==> src/rtl/jam_pkg.sv <==
// Shared types and sizes for the job-assignment cost evaluator.
// Imported by jam_cost_eval and jam_min_tracker.
package jam_pkg;

  localparam int N      = 8;
  localparam int IDX_W  = 3;
  localparam int COST_W = 7;
  localparam int SUM_W  = 10;
  localparam int CNT_W  = 4;

  localparam logic [IDX_W-1:0] K_LAST = IDX_W'(N - 1);
  localparam logic [CNT_W-1:0] CNT_MAX = '1;

  typedef logic [2:0] state_t;

  localparam state_t S_IDLE   = 3'd0;
  localparam state_t S_FETCH  = 3'd1;
  localparam state_t S_DRAIN  = 3'd2;
  localparam state_t S_UPDATE = 3'd3;
  localparam state_t S_DONE   = 3'd4;

endpackage

==> src/rtl/jam_min_tracker.sv <==
// Running minimum of permutation totals with a saturating tie count.
// A restart strobe reopens the run with MinCost all ones.
module jam_min_tracker
  import jam_pkg::*;
(
  input  logic             CLK,
  input  logic             RST,
  input  logic             restart_i,
  input  logic             update_i,
  input  logic [SUM_W-1:0] acc_i,
  output logic [SUM_W-1:0] min_o,
  output logic [CNT_W-1:0] cnt_o
);

  logic [SUM_W-1:0] min_q;
  logic [CNT_W-1:0] cnt_q;

  always_ff @(posedge CLK or posedge RST) begin
    if (RST) begin
      min_q <= '1;
      cnt_q <= '0;
    end else if (restart_i) begin
      min_q <= '1;
      cnt_q <= '0;
    end else if (update_i) begin
      if (acc_i < min_q) begin
        min_q <= acc_i;
        cnt_q <= CNT_W'(1);
      end else if (acc_i == min_q && cnt_q != CNT_MAX) begin
        cnt_q <= cnt_q + CNT_W'(1);
      end
    end
  end

  assign min_o = min_q;
  assign cnt_o = cnt_q;

endmodule

==> src/rtl/jam_cost_eval.sv <==
// Evaluates one worker->job permutation per start against the cost ROM
// and folds each total into the run's minimum / tie count.
module jam_cost_eval
  import jam_pkg::*;
(
  input  logic              CLK,
  input  logic              RST,
  input  logic              start,
  input  logic              last,
  input  logic [IDX_W-1:0]  p_0,
  input  logic [IDX_W-1:0]  p_1,
  input  logic [IDX_W-1:0]  p_2,
  input  logic [IDX_W-1:0]  p_3,
  input  logic [IDX_W-1:0]  p_4,
  input  logic [IDX_W-1:0]  p_5,
  input  logic [IDX_W-1:0]  p_6,
  input  logic [IDX_W-1:0]  p_7,
  output logic [IDX_W-1:0]  W,
  output logic [IDX_W-1:0]  J,
  input  logic [COST_W-1:0] Cost,
  output logic              busy,
  output logic              done,
  output logic [SUM_W-1:0]  MinCost,
  output logic [CNT_W-1:0]  MatchCount,
  output logic              Valid
);

  state_t           state_q, state_d;
  logic [IDX_W-1:0] k_q, k_d;
  logic [SUM_W-1:0] acc_q, acc_d;
  logic             valid_q, valid_d;
  logic             last_q;
  logic [IDX_W-1:0] perm_q [N];
  logic [IDX_W-1:0] p_in [N];
  logic             load;
  logic             restart;
  logic             update;
  logic [SUM_W-1:0] cost_ext;

  assign p_in[0] = p_0;
  assign p_in[1] = p_1;
  assign p_in[2] = p_2;
  assign p_in[3] = p_3;
  assign p_in[4] = p_4;
  assign p_in[5] = p_5;
  assign p_in[6] = p_6;
  assign p_in[7] = p_7;

  assign cost_ext = SUM_W'(Cost);
  assign load     = (state_q == S_IDLE) && start;

  always_comb begin
    state_d = state_q;
    k_d     = k_q;
    acc_d   = acc_q;
    valid_d = valid_q;
    restart = 1'b0;
    update  = 1'b0;
    unique case (state_q)
      S_IDLE: begin
        if (start) begin
          k_d     = '0;
          acc_d   = '0;
          state_d = S_FETCH;
          if (valid_q) begin
            restart = 1'b1;
            valid_d = 1'b0;
          end
        end
      end
      S_FETCH: begin
        // ROM data lags the address by one cycle
        if (k_q != '0) acc_d = acc_q + cost_ext;
        if (k_q == K_LAST) state_d = S_DRAIN;
        else k_d = k_q + IDX_W'(1);
      end
      S_DRAIN: begin
        acc_d   = acc_q + cost_ext;
        state_d = S_UPDATE;
      end
      S_UPDATE: begin
        update  = 1'b1;
        if (last_q) valid_d = 1'b1;
        state_d = S_DONE;
      end
      S_DONE: state_d = S_IDLE;
      default: state_d = S_IDLE;
    endcase
  end

  always_ff @(posedge CLK or posedge RST) begin
    if (RST) begin
      state_q <= S_IDLE;
      k_q     <= '0;
      acc_q   <= '0;
      valid_q <= 1'b0;
      last_q  <= 1'b0;
    end else begin
      state_q <= state_d;
      k_q     <= k_d;
      acc_q   <= acc_d;
      valid_q <= valid_d;
      if (load) last_q <= last;
    end
  end

  always_ff @(posedge CLK or posedge RST) begin
    if (RST) begin
      for (int i = 0; i < N; i++) perm_q[i] <= '0;
    end else if (load) begin
      for (int i = 0; i < N; i++) perm_q[i] <= p_in[i];
    end
  end

  jam_min_tracker u_min (
    .CLK       (CLK),
    .RST       (RST),
    .restart_i (restart),
    .update_i  (update),
    .acc_i     (acc_q),
    .min_o     (MinCost),
    .cnt_o     (MatchCount)
  );

  assign W     = k_q;
  assign J     = perm_q[k_q];
  assign busy  = (state_q != S_IDLE);
  assign done  = (state_q == S_DONE);
  assign Valid = valid_q;

endmodule

==> config.mk <==
export PLATFORM = sky130hd
export DESIGN_NAME = jam_cost_eval
export DESIGN_NICKNAME = d
export VERILOG_FILES = /design/src/rtl/jam_pkg.sv /design/src/rtl/jam_min_tracker.sv /design/src/rtl/jam_cost_eval.sv
export SDC_FILE = /design/constraint.sdc
export NUM_CORES = 1
export LEC_CHECK = 0
export ABC_AREA = 1
export BUFFER_PORTS_ARGS = -buffer_cell sky130_fd_sc_hd__buf_2
export CAP_MARGIN = 20
export CORE_ASPECT_RATIO = 1.75
export CORE_MARGIN = 2
export CORE_UTILIZATION = 60
export DETAILED_ROUTE_END_ITERATION = 10
export GPL_ROUTABILITY_DRIVEN = 0
export PLACE_DENSITY = 0.88
export SYNTH_ARGS = -nofsm -noshare
export SYNTH_HDL_FRONTEND = slang
export SYNTH_SLANG_ARGS = --single-unit
==> constraint.sdc <==
create_clock -name CLK -period 4.09 [get_ports CLK]
set_clock_uncertainty 0.1 [all_clocks]
set_input_delay 0.409 -clock CLK [delete_from_list [all_inputs] [get_ports CLK]]
set_output_delay 0.409 -clock CLK [all_outputs]
set_load 0.005 [all_outputs]
# Word level (Yosys, flattened, before mapping)
# Cells that the tools add are included.
[word_totals]
out_inout_bits = 23
ff_bits = 56
elab_cells = 76
inputBits = 35
[classes]
eq_ne = 12
n_reduce_logical = 17
n_addsub = 3
n_bitwise = 1
n_mux = 26
order_cmp = 2
[ops]
columns = ["op", "count"]
rows = [
  ["10-bit two-way mux", 5],
  ["10-bit case mux with 3 select lines", 1],
  ["3-bit two-way mux", 6],
  ["4-bit two-way mux", 4],
  ["3-bit case mux with 4 select lines", 1],
  ["3-bit nonzero test", 4],
  ["10-bit by 7-bit adder with 10-bit output", 1],
  ["10-bit equality test", 1],
  ["10-bit < comparator", 1],
  ["2-bit != test, second input constant", 5],
  ["3-bit binary-select mux with 3-bit select", 1],
  ["3-bit AND reduction", 3],
  ["2-bit nonzero test", 4],
  ["3-bit by 2-bit equality test with 1-bit output, second input constant", 2],
  ["3-bit equality test, second input constant", 2],
  ["1-bit two-way mux", 6],
  ["3-bit case mux with 2 select lines", 1],
  ["2-bit AND reduction", 3],
  ["4-bit by 1-bit adder with 4-bit output, second input constant", 1],
  ["4-bit greater-or-equal comparator, second input constant", 1],
  ["4-bit != test, second input constant", 1],
  ["3-bit NOT with 4-bit output", 1],
  ["3-bit by 1-bit adder with 3-bit output, second input constant", 1],
  ["3-bit by 1-bit equality test with 1-bit output, second input constant", 1],
  ["3 further kinds", 4],
]

# Depth between registers and ports, before layout
[depth]
ltp_word = 6
mapped_depth = 12

# By module
# Synthesis repeated with hierarchy kept, for this count alone.
[hier_totals]
cells_unflattened = 429
hier_area_um2 = 3328.2
[modules_own_cells]
columns = ["module", "cells_per_inst", "n_inst", "area_per_inst_um2", "seq_area_each_um2"]
rows = [
  ["jam_cost_eval", 297, 1, 2302.2, 1051.0],
  ["jam_min_tracker", 132, 1, 1026.0, 362.8],
]

# Worst setup path before layout
# No wires, ideal clock.
[synth_timing]
path_kind = "flip-flop to flip-flop"
start = "register u_min.min_q[9], in the netlist u_min.min_o[9]"
end = "register u_min.min_q[1], in the netlist u_min.min_o[1]"
path_stages_with_launch = 11
required_ps = 3930
setup_ps = 60
period_less_slack_ps = 1801
slack_ps = 2289
n_path_buf = 1
arrival_ps = 1641
cell_sequence = "dfstp_2 -> inv_1 -> ha_1 -> nand2_1 -> inv_1 -> a21oi_1 -> nand3_2 -> nand2_4 -> buf_6 -> o211ai_1 -> nand2_1"
[synth_between]
elab_chain_len = 3
[synth_lines]
columns = ["item", "line", "rtl"]
rows = [
  ["from (decl)", "jam_min_tracker.sv:15", "logic [SUM_W-1:0] min_q;"],
  ["from (signal assigned)", "jam_min_tracker.sv:27", "min_q <= acc_i;"],
  ["10-bit < comparator", "jam_min_tracker.sv:26", "if (acc_i < min_q) begin"],
  ["2-bit nonzero test (no line)", "n/a", ""],
  ["2-bit AND reduction (no line)", "n/a", ""],
]
# No other way between the ends.
# A chain may end at the register's enable or synchronous reset.

# Final worst setup path
[layout_timing]
start = "register k_q[0], in the netlist W[0]"
end = "output port J[1]"
[layout_between]
elab_chain_len = 4
[layout_lines]
columns = ["item", "line", "rtl"]
rows = [
  ["from (decl)", "jam_cost_eval.sv:29", "logic [IDX_W-1:0] k_q, k_d;"],
  ["from (signal assigned)", "jam_cost_eval.sv:100", "k_q <= k_d;"],
  ["3-bit NOT with 4-bit output (implied by the code)", "jam_cost_eval.sv:126", "assign J = perm_q[k_q];"],
  ["3-bit binary-select mux with 3-bit select", "jam_cost_eval.sv:126", ""],
  ["3-bit two-way mux (implied by the code) (2 in series)", "jam_cost_eval.sv:126", ""],
  ["to (decl)", "jam_cost_eval.sv:19", "output logic [IDX_W-1:0] J,"],
]
# No other way between the ends. The select of a mux whose other input is x is not followed.

==> qor.yml <==
run_status: "completed"
yosysTopAreaCellShare_pct: 35.0
clk_root_buffer_cell: "clkbuf_8"
drt_iter0_markers: 151
yosys_warnings: 0
final_cell_mix: "nand2_1, buf_2, inv_1, dfrtp_1, o21ai_0"
cpMaxStageDelayCell: "dfrtp_1"
coreArea_sq_mm: 0.00530
design_area_sq_mm: 0.00371
die_w_um: 60.0
path_cells: "inv_1 > o21ai_0 > o22ai_1 > nand2_1 > nand2_1 > buf_2"
drive_above_1_share_pct: 19.3
cts.repair.resized: 0
hold_buffers: 0
gr-usage-all-layers_pct: 26.1
die_area_sq_mm: 0.00611
grt_pass1_vias: 2970
fin_tns_setup_ps: 0
timing.critical_path.mode_cell: "nand2_1"
finalHoldViolCount: 0
dpl_cell_area_sq_mm: 0.00361
min_period_ps: 2430
fin_nets: 539
die_h_um: 102
fin_hold_ws_ps: 166
timing.slew.headroom_pct: 53.2
grt_pass1_wl_mm: 12.4
synth_top_area_cell: "dfrtp_1"
grt_max_degree: 57
finalSetupViolCount: 0
synth_cell_types: 32
cts_setup_buffers: 0
htree_levels: 2
wire_per_inst_um: 13.0
antenna_cells: 0
cp-start-kind: "flop"
cts_buffers: 5
rows: 35
dp_slack_ps: 1990
worstPathRequired_ps: 3580
post_drt_via_cell_ratio: 5.29
drtAntennaViolNets: 0
layout_commonest_cell: "nand2_1"
min_period_over_period_pct: 59.5
num_vias: 2945
ios: 58
clock_sinks: 56
syn_to_final_growth_pct: 13.0
syn_avg_cell_area_sq_um: 7.70
synth-seq-cells: 56
cts_tree: "done"
initial_utilization_pct: 62.1
cp.arrival_ps: 1930
maxCapViolations: 0
path_clk_slew_ps: 100
overflow: 0
synthTopCellsByArea: "dfrtp_1, nand2_1, dfstp_2"
critical-path-max-stage-delay_ps: 640
clk_path_buf_depth: 2
p_per_area_mw_per_mm2: 735
path_class: "reg2out"
io_buffers: 57
async_reset_ff_share_pct: 100
slew_viol_final: 0
routed_wl_mm: 7.22
worst_slack_ps: 1660
end_kind: "output pin"
rsz0062_at_grt: "no"
drt_pass1_iterations: 4
synth_edf_count: 0
mappedNetlistNets: 484
path_max_fanout: 16
clk_latency_ps: 300
drc_errors: 0
min_path_type: "in2async"
seq_area_frac_synth_pct: 43.0
ir_drop_mv: 0.417
dp_hpwl_mm: 5.52
ys.flop_type: "dfrtp_1"
worst_slew_pin_slew_ps: 702
fmax_mhz: 411
netlist_instances: 427
p_leak_uw: 0.00207
syn_area_sq_mm: 0.00329
antenna_found_initial: 0
## synthesized netlist by cell type, types with 2 or more instances
| library cell | instances |
|---|---|
| inv_2 | 4 |
| dfstp_2 | 10 |
| nand3_1 | 20 |
| clkbuf_1 | 3 |
| o21ai_0 | 25 |
| nor2_2 | 2 |
| buf_4 | 3 |
| nand4_1 | 3 |
| nand2_1 | 161 |
| buf_2 | 2 |
| nor3_1 | 2 |
| nor2_1 | 23 |
| inv_1 | 51 |
| nand2_2 | 2 |
| nand2_4 | 4 |
| o211ai_1 | 11 |
| xor2_1 | 3 |
| dfrtp_1 | 46 |
| xnor2_1 | 2 |
| o22ai_1 | 8 |
| ha_1 | 21 |
| a21oi_1 | 10 |
| buf_6 | 2 |
## power by group
| group | total, uW | internal [uW] | switching [uW] |
|---|---|---|---|
| Sequential | 996 | 798 | 198 |
| Clock | 360 | 182 | 178 |
| Combinational | 1370 | 487 | 888 |
## final cells by class
cell class	instances	area [sq um]
fillers	478	1580
clock inverters	2	35.0
clock buffers	6	72.6
flip-flops and latches	56	1410
well taps	74	92.6
multi-input cells	306	1600
inverters	55	206
repair buffers	58	293
## kinds of logic (layout without fill, tap and decap cells)
group / Yosys count / in the layout / share of synthesized area (%)
AOI/OAI and AO/OA: 57 / 57 / 10.0
buffers and inverters: 65 / 121 / 8.29
and+or+nand+nor: 222 / 222 / 28.7
DFF: 56 / 56 / 43.0
adders and majority gates: 22 / 22 / 8.60
xor gates and xnor gates: 5 / 5 / 1.33
## worst paths after layout
path	from	slack, ps	end	cells after the start
setup / recovery	W[0]	1660	J[1]	6
min in group CLK	p_6[2]	200	perm_q[5]	3
hold reg to reg	u_min.min_o[1]	380	u_min.min_o[1]	2
setup reg to reg	W[0]	1930	acc_q[4]	9
max in group asynchronous	RST	3240	Valid	3
hold / removal	RST	170	acc_q[6]	3
## flip-flops by register name, summed over array words and instances (netlist names)
signal,cells
last_q,1
acc_q,10
perm_q,24
state_q,3
u_min.min_o,10
Valid,1
u_min.cnt_o,4
W,3
## critical path: cells and delay by family (launching register included)
family | cells | cell delay [ps]
AO/OA/AOI/OAI | 2 | 420
AND/OR/NAND/NOR | 2 | 130
buffers and inverters | 2 | 430
flip-flops | 1 | 640
## per-layer routing
| metal | vias to the layer above | share of wire (%) | track usage (%) |
|---|---|---|---|
| li1 | 1458 | - | - |
| met1 | 1374 | 36 | 27.7 |
| met2 | 84 | 55 | 47.8 |
| met3 | 29 | 3.7 | 3.16 |
| met4 | 0 | 4.7 | 14.4 |
| met5 | - | 0 | 0 |
## through the flow
step,instances,utilization (%),power [uW]
6_report,557,70.1,2730
5_1_grt,557,70.1,2990
4_1_cts,557,70.1,2730
3_5_place_dp,549,68.1,2360
3_3_place_gp,549,68.1,2290
2_1_floorplan,427,-,2020
No activity file was read; power rests on OpenSTA's default activity.
